--- config.mk ---
export PLATFORM = sky130hd
export DESIGN_NAME = i2c_slave_regs
export DESIGN_NICKNAME = d
export VERILOG_FILES = /design/src/rtl/i2c_pkg.sv /design/src/rtl/i2c_bus_sync.sv /design/src/rtl/i2c_slave_regs.sv
export SDC_FILE = /design/constraint.sdc
export NUM_CORES = 1
export LEC_CHECK = 0
export BUFFER_PORTS_ARGS = -buffer_cell sky130_fd_sc_hd__clkbuf_2
export CELL_PAD_IN_SITES_DETAIL_PLACEMENT = 0
export CELL_PAD_IN_SITES_GLOBAL_PLACEMENT = 1
export CORE_MARGIN = 1.5
export CORE_UTILIZATION = 54
export CTS_BUF_LIST = sky130_fd_sc_hd__clkbuf_4
export CTS_CLUSTER_DIAMETER = 150
export DETAILED_ROUTE_END_ITERATION = 8
export GPL_TIMING_DRIVEN = 0
export PLACE_DENSITY_LB_ADDON = 0.1
export SYNTH_ARGS = -nofsm -noshare
export SYNTH_HDL_FRONTEND = slang
export SYNTH_SLANG_ARGS = --single-unit
--- constraint.sdc ---
create_clock -name clk_i -period 2.53 [get_ports clk_i]
set_input_delay 0.253 -clock clk_i [delete_from_list [all_inputs] [get_ports clk_i]]
set_output_delay 0.253 -clock clk_i [all_outputs]
set_load 0.01 [all_outputs]
--- src/rtl/i2c_pkg.sv ---
// Shared I2C definitions: FSM state encoding and bus acknowledge levels.
// Used by the target below and by the SoC-side I2C master.
package i2c_pkg;

    localparam logic ACK  = 1'b0;
    localparam logic NACK = 1'b1;

    typedef enum logic [2:0] {
        StIdle     = 3'd0,
        StAddr     = 3'd1,
        StAddrAck  = 3'd2,
        StWrData   = 3'd3,
        StWrAck    = 3'd4,
        StRdData   = 3'd5,
        StRdAck    = 3'd6,
        StWaitStop = 3'd7
    } i2c_state_e;

    function automatic logic [7:0] sat_inc8(input logic [7:0] v);
        return (v == 8'hFF) ? v : v + 8'd1;
    endfunction

endpackage

--- src/rtl/i2c_bus_sync.sv ---
// SCL/SDA synchroniser plus one history flop; flags SCL edges and START/STOP.
// Flops reset high so a released (idle) bus produces no false edges.
module i2c_bus_sync #(
    parameter int unsigned SYNC_STG = 2
) (
    input  logic clk_i,
    input  logic rst_i,
    input  logic i_scl,
    input  logic i_sda,
    output logic o_scl_rise,
    output logic o_scl_fall,
    output logic o_start_det,
    output logic o_stop_det,
    output logic o_sda_s
);

    logic [SYNC_STG-1:0] r_scl_sync;
    logic [SYNC_STG-1:0] r_sda_sync;
    logic                r_scl_hist;
    logic                r_sda_hist;
    logic                w_scl;
    logic                w_sda;

    always_ff @(posedge clk_i) begin
        if (!rst_i) begin
            r_scl_sync <= '1;
            r_sda_sync <= '1;
            r_scl_hist <= 1'b1;
            r_sda_hist <= 1'b1;
        end else begin
            r_scl_sync <= {r_scl_sync[SYNC_STG-2:0], i_scl};
            r_sda_sync <= {r_sda_sync[SYNC_STG-2:0], i_sda};
            r_scl_hist <= r_scl_sync[SYNC_STG-1];
            r_sda_hist <= r_sda_sync[SYNC_STG-1];
        end
    end

    assign w_scl = r_scl_sync[SYNC_STG-1];
    assign w_sda = r_sda_sync[SYNC_STG-1];

    assign o_scl_rise  = w_scl & ~r_scl_hist;
    assign o_scl_fall  = ~w_scl & r_scl_hist;
    // SDA may only move under a steady-high SCL for a START/STOP.
    assign o_start_det = w_scl & r_scl_hist & r_sda_hist & ~w_sda;
    assign o_stop_det  = w_scl & r_scl_hist & ~r_sda_hist & w_sda;
    assign o_sda_s     = w_sda;

endmodule

--- src/rtl/i2c_slave_regs.sv ---
// I2C target with a DEPTH x 8 register file; bus writes/reads auto-increment a byte pointer.
// A host port preloads and inspects the file; a bus write wins an index collision.
module i2c_slave_regs
    import i2c_pkg::*;
#(
    parameter logic [6:0]  SLV_ADDR = 7'h42,
    parameter int unsigned DEPTH    = 16,
    parameter int unsigned SYNC_STG = 2
) (
    input  logic                     clk_i,
    input  logic                     rst_i,
    input  logic                     scl_i,
    input  logic                     sda_i,
    output logic                     sda_oe_o,
    input  logic                     h_we_i,
    input  logic [$clog2(DEPTH)-1:0] h_addr_i,
    input  logic [7:0]               h_wdata_i,
    output logic [7:0]               h_rdata_o,
    output logic                     busy_o,
    output logic                     done_o,
    output logic [7:0]               wr_cnt_o
);

    localparam int unsigned AW = $clog2(DEPTH);

    logic          w_scl_rise;
    logic          w_scl_fall;
    logic          w_start;
    logic          w_stop;
    logic          w_sda_s;
    logic [7:0]    w_shift_nxt;
    logic          w_bus_we;

    i2c_state_e    r_state;
    logic [7:0]    r_shift;
    logic [2:0]    r_bit_cnt;
    logic          r_flag;
    logic          r_rw;
    logic [AW-1:0] r_ptr;
    logic          r_match;
    logic          r_sda_oe;
    logic          r_busy;
    logic          r_done;
    logic [7:0]    r_wr_cnt;
    logic [7:0]    r_mem [DEPTH];

    i2c_bus_sync #(
        .SYNC_STG(SYNC_STG)
    ) u_sync (
        .clk_i       (clk_i),
        .rst_i       (rst_i),
        .i_scl       (scl_i),
        .i_sda       (sda_i),
        .o_scl_rise  (w_scl_rise),
        .o_scl_fall  (w_scl_fall),
        .o_start_det (w_start),
        .o_stop_det  (w_stop),
        .o_sda_s     (w_sda_s)
    );

    assign w_shift_nxt = {r_shift[6:0], w_sda_s};
    assign w_bus_we    = rst_i && (r_state == StWrData) && w_scl_fall && r_flag;

    // r_flag: a full byte has been shifted in (ADDR/WR_DATA), bit 0 is on the bus
    // (RD_DATA), or the controller has ACKed (RD_ACK).
    always_ff @(posedge clk_i) begin
        if (!rst_i) begin
            r_state   <= StIdle;
            r_shift   <= '0;
            r_bit_cnt <= '0;
            r_flag    <= 1'b0;
            r_rw      <= 1'b0;
            r_ptr     <= '0;
            r_match   <= 1'b0;
            r_sda_oe  <= 1'b0;
            r_busy    <= 1'b0;
            r_done    <= 1'b0;
            r_wr_cnt  <= '0;
        end else begin
            r_done <= 1'b0;
            if (w_start) begin
                r_state   <= StAddr;
                r_bit_cnt <= 3'd7;
                r_flag    <= 1'b0;
                r_ptr     <= '0;
                r_match   <= 1'b0;
                r_busy    <= 1'b1;
                r_sda_oe  <= 1'b0;
            end else if (w_stop) begin
                r_state  <= StIdle;
                r_busy   <= 1'b0;
                r_sda_oe <= 1'b0;
                r_done   <= r_match;
            end else begin
                case (r_state)
                    StAddr, StWrData: begin
                        if (w_scl_rise) begin
                            r_shift <= w_shift_nxt;
                            if (r_bit_cnt == 3'd0) begin
                                r_flag <= 1'b1;
                                if (r_state == StAddr) begin
                                    r_rw    <= w_sda_s;
                                    r_match <= (r_shift[6:0] == SLV_ADDR);
                                end
                            end else begin
                                r_bit_cnt <= r_bit_cnt - 3'd1;
                            end
                        end else if (w_scl_fall && r_flag) begin
                            r_flag <= 1'b0;
                            if (r_state == StWrData) begin
                                r_ptr    <= r_ptr + AW'(1);
                                r_wr_cnt <= sat_inc8(r_wr_cnt);
                                r_state  <= StWrAck;
                                r_sda_oe <= 1'b1;
                            end else if (r_match) begin
                                r_state  <= StAddrAck;
                                r_sda_oe <= 1'b1;
                                r_wr_cnt <= '0;
                            end else begin
                                r_state <= StWaitStop;
                            end
                        end
                    end
                    StAddrAck: begin
                        if (w_scl_fall) begin
                            r_flag <= 1'b0;
                            if (r_rw) begin
                                r_state   <= StRdData;
                                r_sda_oe  <= ~r_mem[r_ptr][7];
                                r_bit_cnt <= 3'd6;
                            end else begin
                                r_state   <= StWrData;
                                r_sda_oe  <= 1'b0;
                                r_bit_cnt <= 3'd7;
                            end
                        end
                    end
                    StWrAck: begin
                        if (w_scl_fall) begin
                            r_state   <= StWrData;
                            r_sda_oe  <= 1'b0;
                            r_bit_cnt <= 3'd7;
                        end
                    end
                    StRdData: begin
                        if (w_scl_fall) begin
                            if (r_flag) begin
                                r_flag   <= 1'b0;
                                r_sda_oe <= 1'b0;
                                r_ptr    <= r_ptr + AW'(1);
                                r_state  <= StRdAck;
                            end else begin
                                r_sda_oe <= ~r_mem[r_ptr][r_bit_cnt];
                                if (r_bit_cnt == 3'd0) begin
                                    r_flag <= 1'b1;
                                end else begin
                                    r_bit_cnt <= r_bit_cnt - 3'd1;
                                end
                            end
                        end
                    end
                    StRdAck: begin
                        if (w_scl_rise) begin
                            if (w_sda_s == NACK) begin
                                r_state <= StWaitStop;
                            end else begin
                                r_flag <= 1'b1;
                            end
                        end else if (w_scl_fall && r_flag) begin
                            r_flag    <= 1'b0;
                            r_state   <= StRdData;
                            r_sda_oe  <= ~r_mem[r_ptr][7];
                            r_bit_cnt <= 3'd6;
                        end
                    end
                    StIdle, StWaitStop: begin
                        r_sda_oe <= 1'b0;
                    end
                    default: begin
                        r_state <= StIdle;
                    end
                endcase
            end
        end
    end

    // Bus write is the later assignment, so it wins a same-index collision.
    always_ff @(posedge clk_i) begin
        if (h_we_i) begin
            r_mem[h_addr_i] <= h_wdata_i;
        end
        if (w_bus_we) begin
            r_mem[r_ptr] <= r_shift;
        end
    end

    assign h_rdata_o = r_mem[h_addr_i];
    assign sda_oe_o  = r_sda_oe;
    assign busy_o    = r_busy;
    assign done_o    = r_done;
    assign wr_cnt_o  = r_wr_cnt;

endmodule
# Yosys cells after proc, flatten, opt, wreduce, memory -nomap -nowiden
# Memory sizes are Yosys's and may differ from the RTL's. A register that Yosys moved wholly into a read port is not among the register bits.
# Cells that the tools add are included.
# word_totals
ff_bits	38
mem_count	1
output_inout_bits	19
mem_bits_rw	128
# mem_list
name	words	word_bits	rd	rd_ports_with_merged_regs	wr	line_no	rtl
r_mem	16	8	2	1	2	i2c_slave_regs.sv:45	logic [7:0] r_mem [DEPTH];
# classes
mux	67
n_reduce_logical	28
bitwise	17
n_lt_le_gt_ge	1
n_addsub	3
eq_ne	40
# op_table
op	n
$mux 3	22
$pmux 3 s5	2
$mux 1	29
$mux 4	7
$reduce_and 9->1	3
$mux 8	3
$ne 2x2->1 const B	10
$ne 4x2->1 const B	5
$ne 3x2->1 const B	6
$ne 3x3->1 const B	5
$reduce_and 7->1	2
$eq 3x3->1 const B	4
$reduce_and 6->1	2
$not 1->1	10
$add 8x1->8 const B	1
$eq 8x8->1 const B	1
$pmux 4 s2	1
$reduce_and 8->1	1
$and 1x1->1	7
$eq 7x7->1 const B	1
$reduce_bool 7->1	1
$eq 3x2->1 const B	2
$logic_not 3->1	2
$pmux 1 s6	1
other kinds (20)	28

# Logic depth before layout (Yosys ltp)
# Gate-level depths: netlist of the first run.
# depth
word_depth	8
depth_mapped	9
depth_no_buf	8

# Modules after synthesis
# A second synthesis of the first run with hierarchy kept.
# hier_totals
cells_unflattened	730
area_unflattened_um2	9955.8
# modules_own_cells
module	instances	cells_each	area_each_um2
i2c_slave_regs	1	714	9765.6
i2c_bus_sync	1	16	190.2

# Worst setup path before layout of the first run
# Ideal clock, no wire load.
# synth_path
path_kind	input port to flip-flop
startpoint	in h_addr_i[1]
endpoint	mem r_mem[12][0], enable pin
slack_ns	0.337
setup_time_ns	0.384
cell_stages	4
t_arrival_ns	1.809
cell_sequence	clkbuf_1 > clkbuf_1 > or3b_2 > o21ai_0
# synth_rtl
element	line_no	rtl
start: declaration	i2c_slave_regs.sv:16	input logic [$clog2(DEPTH)-1:0] h_addr_i,
end: declaration	i2c_slave_regs.sv:45	

# Worst setup path after layout of the first run
# layout_path
startpoint	in h_addr_i[0]
endpoint	out h_rdata_o[6]
# layout_between
elab_chain_len	1
# layout_lines
element	line_no	rtl
$mem_v2 16x8	n/a	
end: declaration	i2c_slave_regs.sv:18	output logic [7:0] h_rdata_o,
# Every way passes these cells.

==> results of run 1 <==
-- per-layer routing --
layer / GRT usage, % / share of wire [%] / routed length [um] / vias to the layer above
met1: 44.0 / 40 / 12200 / 3552
li1: - / - / - / 3014
met5: 0 / 0 / 0 / -
met2: 51.2 / 46 / 14200 / 406
met4: 11.3 / 2.9 / 874 / 0
met3: 8.05 / 11 / 3270 / 60
-- registers in the layout, indices dropped and copies added, names as in the netlist, 2 cells and up, named ones only --
register,flops
r_state,3
r_ptr,4
wr_cnt_o,8
u_sync.r_sda_sync,2
u_sync.r_scl_sync,2
r_mem,128
r_shift,8
r_bit_cnt,3
-- worst max-delay path: stages --
cell and delay [ns]:
buf_2 0.30, buf_2 0.40, mux4_2 0.58, mux4_2 0.51, clkbuf_2 0.15
-- metrics by stage --
stage	hold slack, ns	cell area, um2	power (mW)	std cells	worst slack, ns
after floorplan	0.354	10000	3.48	729	0.337
after global placement	0.398	10500	3.63	991	-1.13
after detailed placement	0.401	10600	3.65	1004	-0.748
after CTS	0.0256	11000	5.41	1043	0.00356
after global routing	0.0325	11100	5.56	1043	0.00207
final	0.0473	11100	5.41	1043	0.0774
-- placed cells by master (no fill, tap or decap), drive strengths merged, types with 7 or more instances in the layout --
cell type	n
mux2	129
edfxtp	128
clkbuf	91
mux4	64
dfxtp	42
buf	40
nand2	36
o21ai	32
mux2i	29
nor2	26
a21oi	20
nand2b	19
nand3	17
inv	16
nand4	11
nor2b	11
nor3	9
xor2	8
ha	7
and3	7
-- repair_timing --
item                       in CTS  in global routing
setup endpoints to repair     176                 39
buffers inserted                5                  0
pin swaps                       4                  0
gates resized for setup        20                 13
hold endpoints to repair        2                  0
hold buffers                    2                  0
cloned                          0                  0
-- final timing paths --
path / cells past startpoint / endpoint / from
min: 2 / r_mem[12][3] / h_wdata_i[3]
min reg2reg: 1 / u_sync.r_scl_sync[1] / u_sync.r_scl_sync[0]
max reg2reg: 8 / sda_oe_o / flip-flop
max: 5 / h_rdata_o[6] / h_addr_i[0]
-- logic make-up after synthesis --
kind of cell / synth area share, %
multiplexers: 31.9
flip-flops: 46.8
adder cells (fa/ha/maj): 0.875
buffers and inverters: 3.85
XOR/XNOR: 0.875
AO/OA/AOI/OAI: 5.80
AND/OR/NAND/NOR: 9.91
-- power breakdown --
part	internal (mW)	leakage, nW	switching [mW]	total [mW]
Sequential	3.05	1.50	0.0356	3.08
Combinational	0.253	1.98	0.275	0.528
Clock	0.790	0.182	1.01	1.80
-- layout make-up --
type | count | area [um2] | share of cell area (%)
clock inverters | 15 | 194 | 1.75
plain buffers | 63 | 369 | 3.33
multi-input cells | 488 | 5040 | 45.5
clock buffers | 17 | 128 | 1.15
well taps | 229 | 287 | 2.58
repair buffers | 53 | 355 | 3.20
inverters | 8 | 30.0 | 0.271
flip-flops and latches | 170 | 4680 | 42.2
==> results.sh, run 1 <==
export IMPL_fp_dieW_um=139
export IMPL_status="finished with violations"
export IMPL_synthArstFlopShare_pct=0
export IMPL_fin_setup_tns_ns=0
export IMPL_dieArea_um2=19400
export IMPL_power_leakage_nw=3.66
export IMPL_tightest_slew_ns=0.920
export IMPL_drt_first_pass_iters=7
export IMPL_overflow=0
export IMPL_worstPathArrival_ns=2.20
export IMPL_clk_latency_ns=0.59
export IMPL_grt_setup_unrepaired="no"
export IMPL_fin_util_pct=61.3
export IMPL_gp_congestion=0.962
export IMPL_num_rows=49
export IMPL_yosys_cell_types_count=67
export IMPL_ios=36
export IMPL_netlist_top_cell_by_area="edfxtp_1"
export IMPL_grt_antenna_before_repair=0
export IMPL_drt_wl_total_um=30600
export IMPL_track_usage_pct=32.4
export IMPL_fin_nets=825
export IMPL_cts_tree="done"
export IMPL_yosysSeqAreaShare_pct=46.8
export IMPL_r2r_slack_ns=0.10
export IMPL_cts_root_buffer="clkbuf_4"
export IMPL_cts_buffers=17
export IMPL_grt_pass1_vias=7093
export IMPL_fin_crit_sh_pct=96.9
export IMPL_drc=3
export IMPL_period_minus_slack_ns=2.45
export IMPL_layout_drive_gt1_share_pct=41.8
export IMPL_synth_edf_count=128
export IMPL_syn_area_per_cell_um2=13.7
export IMPL_cts_sinks=170
export IMPL_synth_area_leaders="edfxtp_1 38%, mux2_2 15%, mux4_2 14%, dfxtp_1 8.4%, mux2i_1 2.9%"
export IMPL_place_hpwl_um=22300
export IMPL_end_kind="output port"
export IMPL_cap_viol_max_count=0
export IMPL_wl_per_cell_um=29.3
export IMPL_violations="DRC"
export IMPL_critPathRequiredTime_ns=2.28
export IMPL_clock_path_buffers=2
export IMPL_vdd_ir_drop_max_uv=241
export IMPL_netlist_instances=729
export IMPL_synth_most_common_cell="mux2_2"
export IMPL_postRouteAntennaNets=0
export IMPL_max_slew_margin_pct=38.6
export IMPL_synth_commonest_cells="129 x mux2_2, 128 x edfxtp_1, 61 x mux4_2, 42 x dfxtp_1, 36 x nand2_1"
export IMPL_io_buffers=33
export IMPL_ys_ff_latch=170
export IMPL_finalClockSkew_ns=0.0220
export IMPL_synth_area_um2=10000
export IMPL_synth_top_cell_area_share_pct=38.4
export IMPL_setup_violations=0
export IMPL_synth_ff_type="edfxtp_1"
export IMPL_routed_via_count=7032
export IMPL_clkTransAtPathRegs_ns=0.15
export IMPL_core_um2=18100
export IMPL_crit_path_start_kind="primary input"
export IMPL_yosys_warnings=0
export IMPL_max_freq_mhz=408
export IMPL_hold_violations=0
export IMPL_hp_class="primary input to flip-flop"
export IMPL_crit_type="primary input to output port"
export IMPL_n_antenna_cell=0
export IMPL_power_density_nw_per_um2=488
export IMPL_vias_per_cell=6.74
export IMPL_grt_max_degree=17
export IMPL_area_growth_pct=10.8
export IMPL_nFillCells=1408
export IMPL_crit_fanout=10
export IMPL_synthesis_nets=753
export IMPL_drt_iter0_markers=784
export IMPL_initial_core_util_pct=55.4
export IMPL_htree_levels=4
export IMPL_slew_violations=0
export IMPL_grt_pass1_wl_um=44800
export IMPL_die_h_um=139
No activity file was read; power rests on OpenSTA's default activity.
==> run 2: changes to the inputs <==
--- a/config.mk
+++ b/config.mk
@@ -10,5 +10,5 @@
 export CELL_PAD_IN_SITES_GLOBAL_PLACEMENT = 1
 export CORE_MARGIN = 1.5
-export CORE_UTILIZATION = 54
+export CORE_UTILIZATION = 50
 export CTS_BUF_LIST = sky130_fd_sc_hd__clkbuf_4
 export CTS_CLUSTER_DIAMETER = 150
==> constraint.sdc (replaced) <==
create_clock -name clk_i -period 2.53 [get_ports clk_i]
set_input_delay 0.3795 -clock clk_i [delete_from_list [all_inputs] [get_ports clk_i]]
set_output_delay 0.3795 -clock clk_i [all_outputs]
set_load 0.01 [all_outputs]
==> run 2 against run 1 <==
The flow finishes with violations (setup timing). Clock-buffer cell count up 1. Worst hold slack better by 0.13 ns. Global-route usage down 1.0 points. Total power is 3.8% lower. Design area rose by 0.73%. Sequential power hardly changed. Die area grew 7.8%. Combinational power is 1% higher. First-iteration DRC count increased by 9.4%. Flip-flop and latch count did not move. Sequential share of layout area is 0.31 points lower. Critical endpoint unchanged. Largest power group unchanged.
==> results.sh, run 2 (synthesis gave the netlist of run 1 again) <==
export IMPL_crit_type="flip-flop to output port"
export IMPL_track_usage_pct=31.4
export IMPL_clock_path_buffers=2
export IMPL_ios=36
export IMPL_drt_wl_total_um=31000
export IMPL_fin_nets=836
export IMPL_r2r_start="u_sync.r_scl_sync[1]"
export IMPL_final_cell_mix="129 x mux2_2, 128 x edfxtp_1, 61 x mux4_2"
export IMPL_fin_hold_ws_ns=0.178
export IMPL_cap_viol_max_count=0
export IMPL_core_um2=19500
export IMPL_critPathLaunch="r_mem[3][6]"
export IMPL_layoutNonFillerInstCount=1091
export IMPL_power_leakage_nw=3.70
export IMPL_postRouteAntennaNets=0
export IMPL_place_hpwl_um=22200
export IMPL_violations="setup timing"
export IMPL_die_h_um=145
export IMPL_initial_core_util_pct=51.3
export IMPL_period_minus_slack_ns=2.60
export IMPL_dieArea_um2=20900
export IMPL_area_growth_pct=11.6
export IMPL_fin_crit_sh_pct=103
export IMPL_fp_dieW_um=145
export IMPL_swShare_pct=26.4
export IMPL_clk_latency_ns=0.60
export IMPL_clkTransAtPathRegs_ns=0.15
export IMPL_vdd_ir_drop_max_uv=249
export IMPL_htree_levels=4
export IMPL_wl_per_cell_um=28.4
export IMPL_grt_setup_unrepaired="yes"
export IMPL_switchingPower_mw=1.37
export IMPL_crit_fanout=2
export IMPL_holdCritStartpoint="h_wdata_i[6]"
export IMPL_layout_drive_gt1_share_pct=42.9
export IMPL_gr_usage_met2_pct=48.4
export IMPL_gp_congestion=0.949
export IMPL_cts_tree="done"
export IMPL_largest_register="r_mem"
export IMPL_cp_cell_sequence="mux4_2, mux4_2, clkbuf_2"
export IMPL_crit_path_start_kind="flip-flop"
export IMPL_fin_util_pct=57.2
export IMPL_cp_buffers_inverters=1
export IMPL_hp_class="primary input to flip-flop"
export IMPL_slew_violations=0
export IMPL_power_density_nw_per_um2=466
export IMPL_status="finished with violations"
export IMPL_routed_via_count=7099
export IMPL_grt_busiest_layer="met2"
export IMPL_max_slew_margin_pct=28.2
export IMPL_grt_max_degree=17
export IMPL_pwr_share_seq_pct=59.2
export IMPL_critical_path_max_stage_delay_ns=0.52
export IMPL_slowest_stage="mux4_2"
export IMPL_largest_reg_flops=128
export IMPL_grt_pass1_wl_um=45200
export IMPL_hold_violations=0
export IMPL_num_rows=51
export IMPL_combPwrFrac_pct=10.3
export IMPL_pwr_share_clk_pct=30.5
export IMPL_fin_ws_ns=-0.0680
export IMPL_setup_violations=5
export IMPL_tightest_slew_ns=1.08
export IMPL_grt_pass1_vias=7033
export IMPL_drt_first_pass_iters=5
export IMPL_cts_sinks=170
export IMPL_worstPathArrival_ns=2.22
export IMPL_overflow=0
export IMPL_post_place_ws_ns=-0.845
export IMPL_critPathRequiredTime_ns=2.15
export IMPL_fin_setup_tns_ns=-0.204
export IMPL_max_freq_mhz=385
export IMPL_drc=0
export IMPL_grt_met1_usage_pct=42.2
export IMPL_cts_buffers=17
export IMPL_end_kind="output port"
export IMPL_io_buffers=33
export IMPL_cts_root_buffer="clkbuf_4"
export IMPL_intPower_mw=3.83
export IMPL_crit_top_cell="mux4_2"
export IMPL_grt_use_met3_pct=7.88
export IMPL_drt_iter0_markers=858
export IMPL_nFillCells=1696
export IMPL_crit_family="multiplexers"
export IMPL_vias_per_cell=6.51
export IMPL_finalClockSkew_ns=0.0227
export IMPL_placed_cells=1040
export IMPL_grt_antenna_before_repair=1
export IMPL_final_common_cell="mux2_2"
==> run 2: area by class of cell <==
cell class / count / area, um2 / share of cell area (%)
Sequential cell: 170 / 4680 / 41.9
Tap cell: 265 / 332 / 2.97
Antenna cell: 1 / 2.50 / 0.0224
Clock buffer: 18 / 135 / 1.21
Clock inverter: 14 / 133 / 1.19
Multi-Input combinational cell: 488 / 5030 / 45.0
Buffer: 63 / 382 / 3.42
Timing Repair Buffer: 64 / 448 / 4.01
Inverter: 8 / 30.0 / 0.269
==> run 2: stage by stage <==
| step | instance area (um2) | total power, mW |
|---|---|---|
| 2_1_floorplan | 10000 | 3.48 |
| 3_3_place_gp | 10500 | 3.63 |
| 3_5_place_dp | 10600 | 3.65 |
| 4_1_cts | 11100 | 5.21 |
| 5_1_grt | 11200 | 5.38 |
| 6_report | 11200 | 5.20 |
==> run 2: per-layer routing <==
| metal | vias to the layer above | share of wire [%] |
|---|---|---|
| li1 | 3039 | - |
| met1 | 3602 | 41 |
| met2 | 385 | 46 |
| met3 | 71 | 9.3 |
| met4 | 2 | 3.3 |
| met5 | - | 0.20 |
==> run 2: what timing repair did <==
action	in CTS	in global routing
endpoints found under the hold margin	2	0
gates resized for setup	27	12
setup buffers	12	4
setup endpoints to repair	154	53
pin swaps	4	1
hold buffers	2	0
==> run 2: power by group through the flow <==
| stage | registers, mW | clock network (mW) | logic (mW) |
|---|---|---|---|
| 2_1_floorplan | 3.13 | 0 | 0.353 |
| 3_3_place_gp | 3.14 | 0 | 0.489 |
| 3_5_place_dp | 3.14 | 0 | 0.505 |
| 4_1_cts | 3.08 | 1.61 | 0.520 |
| 5_1_grt | 3.09 | 1.72 | 0.568 |
| 6_report | 3.08 | 1.59 | 0.534 |
==> run 2: final timing paths <==
check                              end  slack, ns  depth (start not counted)
setup / recovery          h_rdata_o[6]      -0.07                          3
hold / removal             r_mem[6][6]       0.18                          2
setup reg to reg          r_mem[13][2]       0.12                          7
hold reg to reg   u_sync.r_sda_sync[1]       0.43                          1
==> run 2: worst register-to-register path, stage by stage (launching register included) <==
cell and delay (ns):
dfxtp_1 0.41, nand2b_2 0.29, nor3_4 0.31, buf_4 0.21, buf_4 0.12, nand4_1 0.26
buf_6 0.27, mux2_2 0.28
==> run 3: changes to the inputs <==
Settings changed: CORE_UTILIZATION 50 to 58.
Clock period 2.53 ns to 3.1 ns, I/O delays scaled along.
==> run 3 against run 2 <==
First-iteration DRC count rose by 20%. Largest power group unchanged. Sequential power fell by 18%. Die area fell by 14%. The flow now finishes without violations. Via count rose by 1.8%. Clock-buffer cell count did not move.
==> results.sh, run 3 (synthesis gave the netlist of run 1 again) <==
export IMPL_tightest_slew_ns=1.12
export IMPL_rr_worst_depth=6
export IMPL_postRouteAntennaNets=0
export IMPL_finalClockSkew_ns=0.0168
export IMPL_vias_per_cell=6.99
export IMPL_grt_setup_unrepaired="no"
export IMPL_track_usage_pct=35.9
export IMPL_worstReg2RegEnd="r_mem[13][3]"
export IMPL_period_minus_slack_ns=3.06
export IMPL_dieArea_um2=18100
export IMPL_power_density_nw_per_um2=379
export IMPL_hp_class="primary input to flip-flop"
export IMPL_cts_buffers=17
export IMPL_fin_ws_ns=0.0389
export IMPL_post_place_ws_ns=-0.152
export IMPL_cts_tree="done"
export IMPL_area_growth_pct=8.86
export IMPL_overflow=0
export IMPL_status="finished clean"
export IMPL_grt_pass1_vias=7095
export IMPL_drt_iter0_markers=1028
export IMPL_layout_drive_gt1_share_pct=40.2
export IMPL_critPathRequiredTime_ns=3.40
export IMPL_grt_pass1_wl_um=45400
export IMPL_clkTransAtPathRegs_ns=0.13
export IMPL_initial_core_util_pct=60.0
export IMPL_clock_path_buffers=2
export IMPL_ios=36
export IMPL_holdCritStartpoint="scl_i"
export IMPL_hold_buffers=0
export IMPL_grt_max_degree=17
export IMPL_min_delay_path_depth=2
export IMPL_crit_fanout=9
export IMPL_hold_violations=0
export IMPL_final_cell_mix="129 x mux2_2, 128 x edfxtp_1, 61 x mux4_2"
export IMPL_end_kind="flip-flop"
export IMPL_drc=0
export IMPL_placed_cells=998
export IMPL_cp_cell_sequence="buf_2, nand2b_1, nor3_4, nand4_1, o21ai_1, buf_4"
export IMPL_slowest_stage="nand4_1"
export IMPL_setup_violations=0
export IMPL_routed_via_count=7226
export IMPL_vdd_ir_drop_max_uv=230
export IMPL_power_leakage_nw=3.61
export IMPL_largest_reg_flops=128
export IMPL_n_antenna_cell=0
export IMPL_holdPathEnd="u_sync.r_scl_sync[0]"
export IMPL_r2r_start="u_sync.r_scl_hist"
export IMPL_fin_nets=825
export IMPL_cts_sinks=170
export IMPL_layoutNonFillerInstCount=1034
export IMPL_drt_first_pass_iters=6
export IMPL_clk_latency_ns=0.58
export IMPL_cap_viol_max_count=0
export IMPL_wl_per_cell_um=30.4
export IMPL_max_freq_mhz=327
export IMPL_io_buffers=33
export IMPL_max_slew_margin_pct=24.4
export IMPL_place_hpwl_um=22600
export IMPL_fin_area_um2=10900
export IMPL_placed_area_um2=10600
export IMPL_cts_root_buffer="clkbuf_4"
export IMPL_slew_violations=0
export IMPL_htree_levels=4
export IMPL_largest_register="r_mem"
export IMPL_grt_antenna_before_repair=0
export IMPL_r2r_slack_ns=0.04
export IMPL_num_rows=47
export IMPL_critical_path_max_stage_delay_ns=0.67
export IMPL_crit_path_start_kind="flip-flop"
export IMPL_worstPathArrival_ns=3.36
export IMPL_die_h_um=134
export IMPL_drt_wl_total_um=31400
export IMPL_crit_type="flip-flop to flip-flop"
export IMPL_core_um2=16700
export IMPL_fin_crit_sh_pct=98.7
export IMPL_fp_dieW_um=134
export IMPL_final_common_cell="mux2_2"
export IMPL_gp_congestion=0.965
==> run 3: how the worst max path moves through the flow <==
stage                            from            to  slack, ns  cells after the start
floorplan                 h_addr_i[0]  h_rdata_o[0]       0.61                      4
global placement          h_addr_i[1]   r_mem[7][3]      -0.69                      4
detailed placement        h_addr_i[1]  h_rdata_o[1]      -0.15                      5
CTS                       h_addr_i[1]  h_rdata_o[4]       0.02                      5
global route        u_sync.r_scl_hist  r_mem[13][7]      0.001                      6
finish              u_sync.r_scl_hist  r_mem[13][3]       0.04                      6
==> run 3: area by class of cell <==
| type | count | area [um2] |
|---|---|---|
| fill | 1272 | 5800 |
| multi-input combinational | 488 | 4950 |
| sequential | 170 | 4680 |
| buffer | 63 | 359 |
| timing repair buffer | 53 | 353 |
| tap | 220 | 275 |
| clock buffer | 18 | 135 |
| clock inverter | 14 | 109 |
| inverter | 8 | 30.0 |
==> run 3: timing repair <==
| action | CTS | global route |
|---|---|---|
| gates cloned | 0 | 0 |
| endpoints found under the setup margin | 17 | 17 |
| gates resized for setup | 3 | 4 |
| pin swaps | 1 | 1 |
| setup buffers | 1 | 3 |
| endpoints found under the hold margin | 0 | 0 |
==> run 3: critical path: cells and delay by family, from the launching register on <==
| kind | cells | cell delay (ns) |
|---|---|---|
| compound gates | 1 | 0.66 |
| simple gates | 3 | 1.33 |
| flops | 1 | 0.33 |
| buf+inv | 2 | 0.45 |
==> run 3: stage by stage <==
step / total power, mW / hold WS (ns) / setup TNS (ns) / utilization [%]
3_5_place_dp: 2.99 / 0.393 / -0.981 / 63.5
5_1_grt: 4.24 / 0.0565 / 0 / 65.3
4_1_cts: 4.13 / 0.0390 / 0 / 65.1
2_1_floorplan: 2.84 / 0.386 / 0 / -
6_report: 4.14 / 0.0682 / 0 / 65.3
3_3_place_gp: 2.97 / 0.393 / -60.87 / 62.6
==> run 3: power by group <==
part / total (mW) / internal, mW / switching (mW)
logic: 0.433 / 0.203 / 0.229
clock network: 1.19 / 0.398 / 0.789
registers: 2.52 / 2.49 / 0.0287
==> run 3: layer usage <==
layer / share of wire [%] / vias to the layer above / global-route usage (%)
met2: 46 / 544 / 54.8
met5: 0 / - / 0
met4: 4.1 / 0 / 16.1
met3: 11 / 101 / 7.86
met1: 39 / 3570 / 49.8
li1: - / 3011 / -
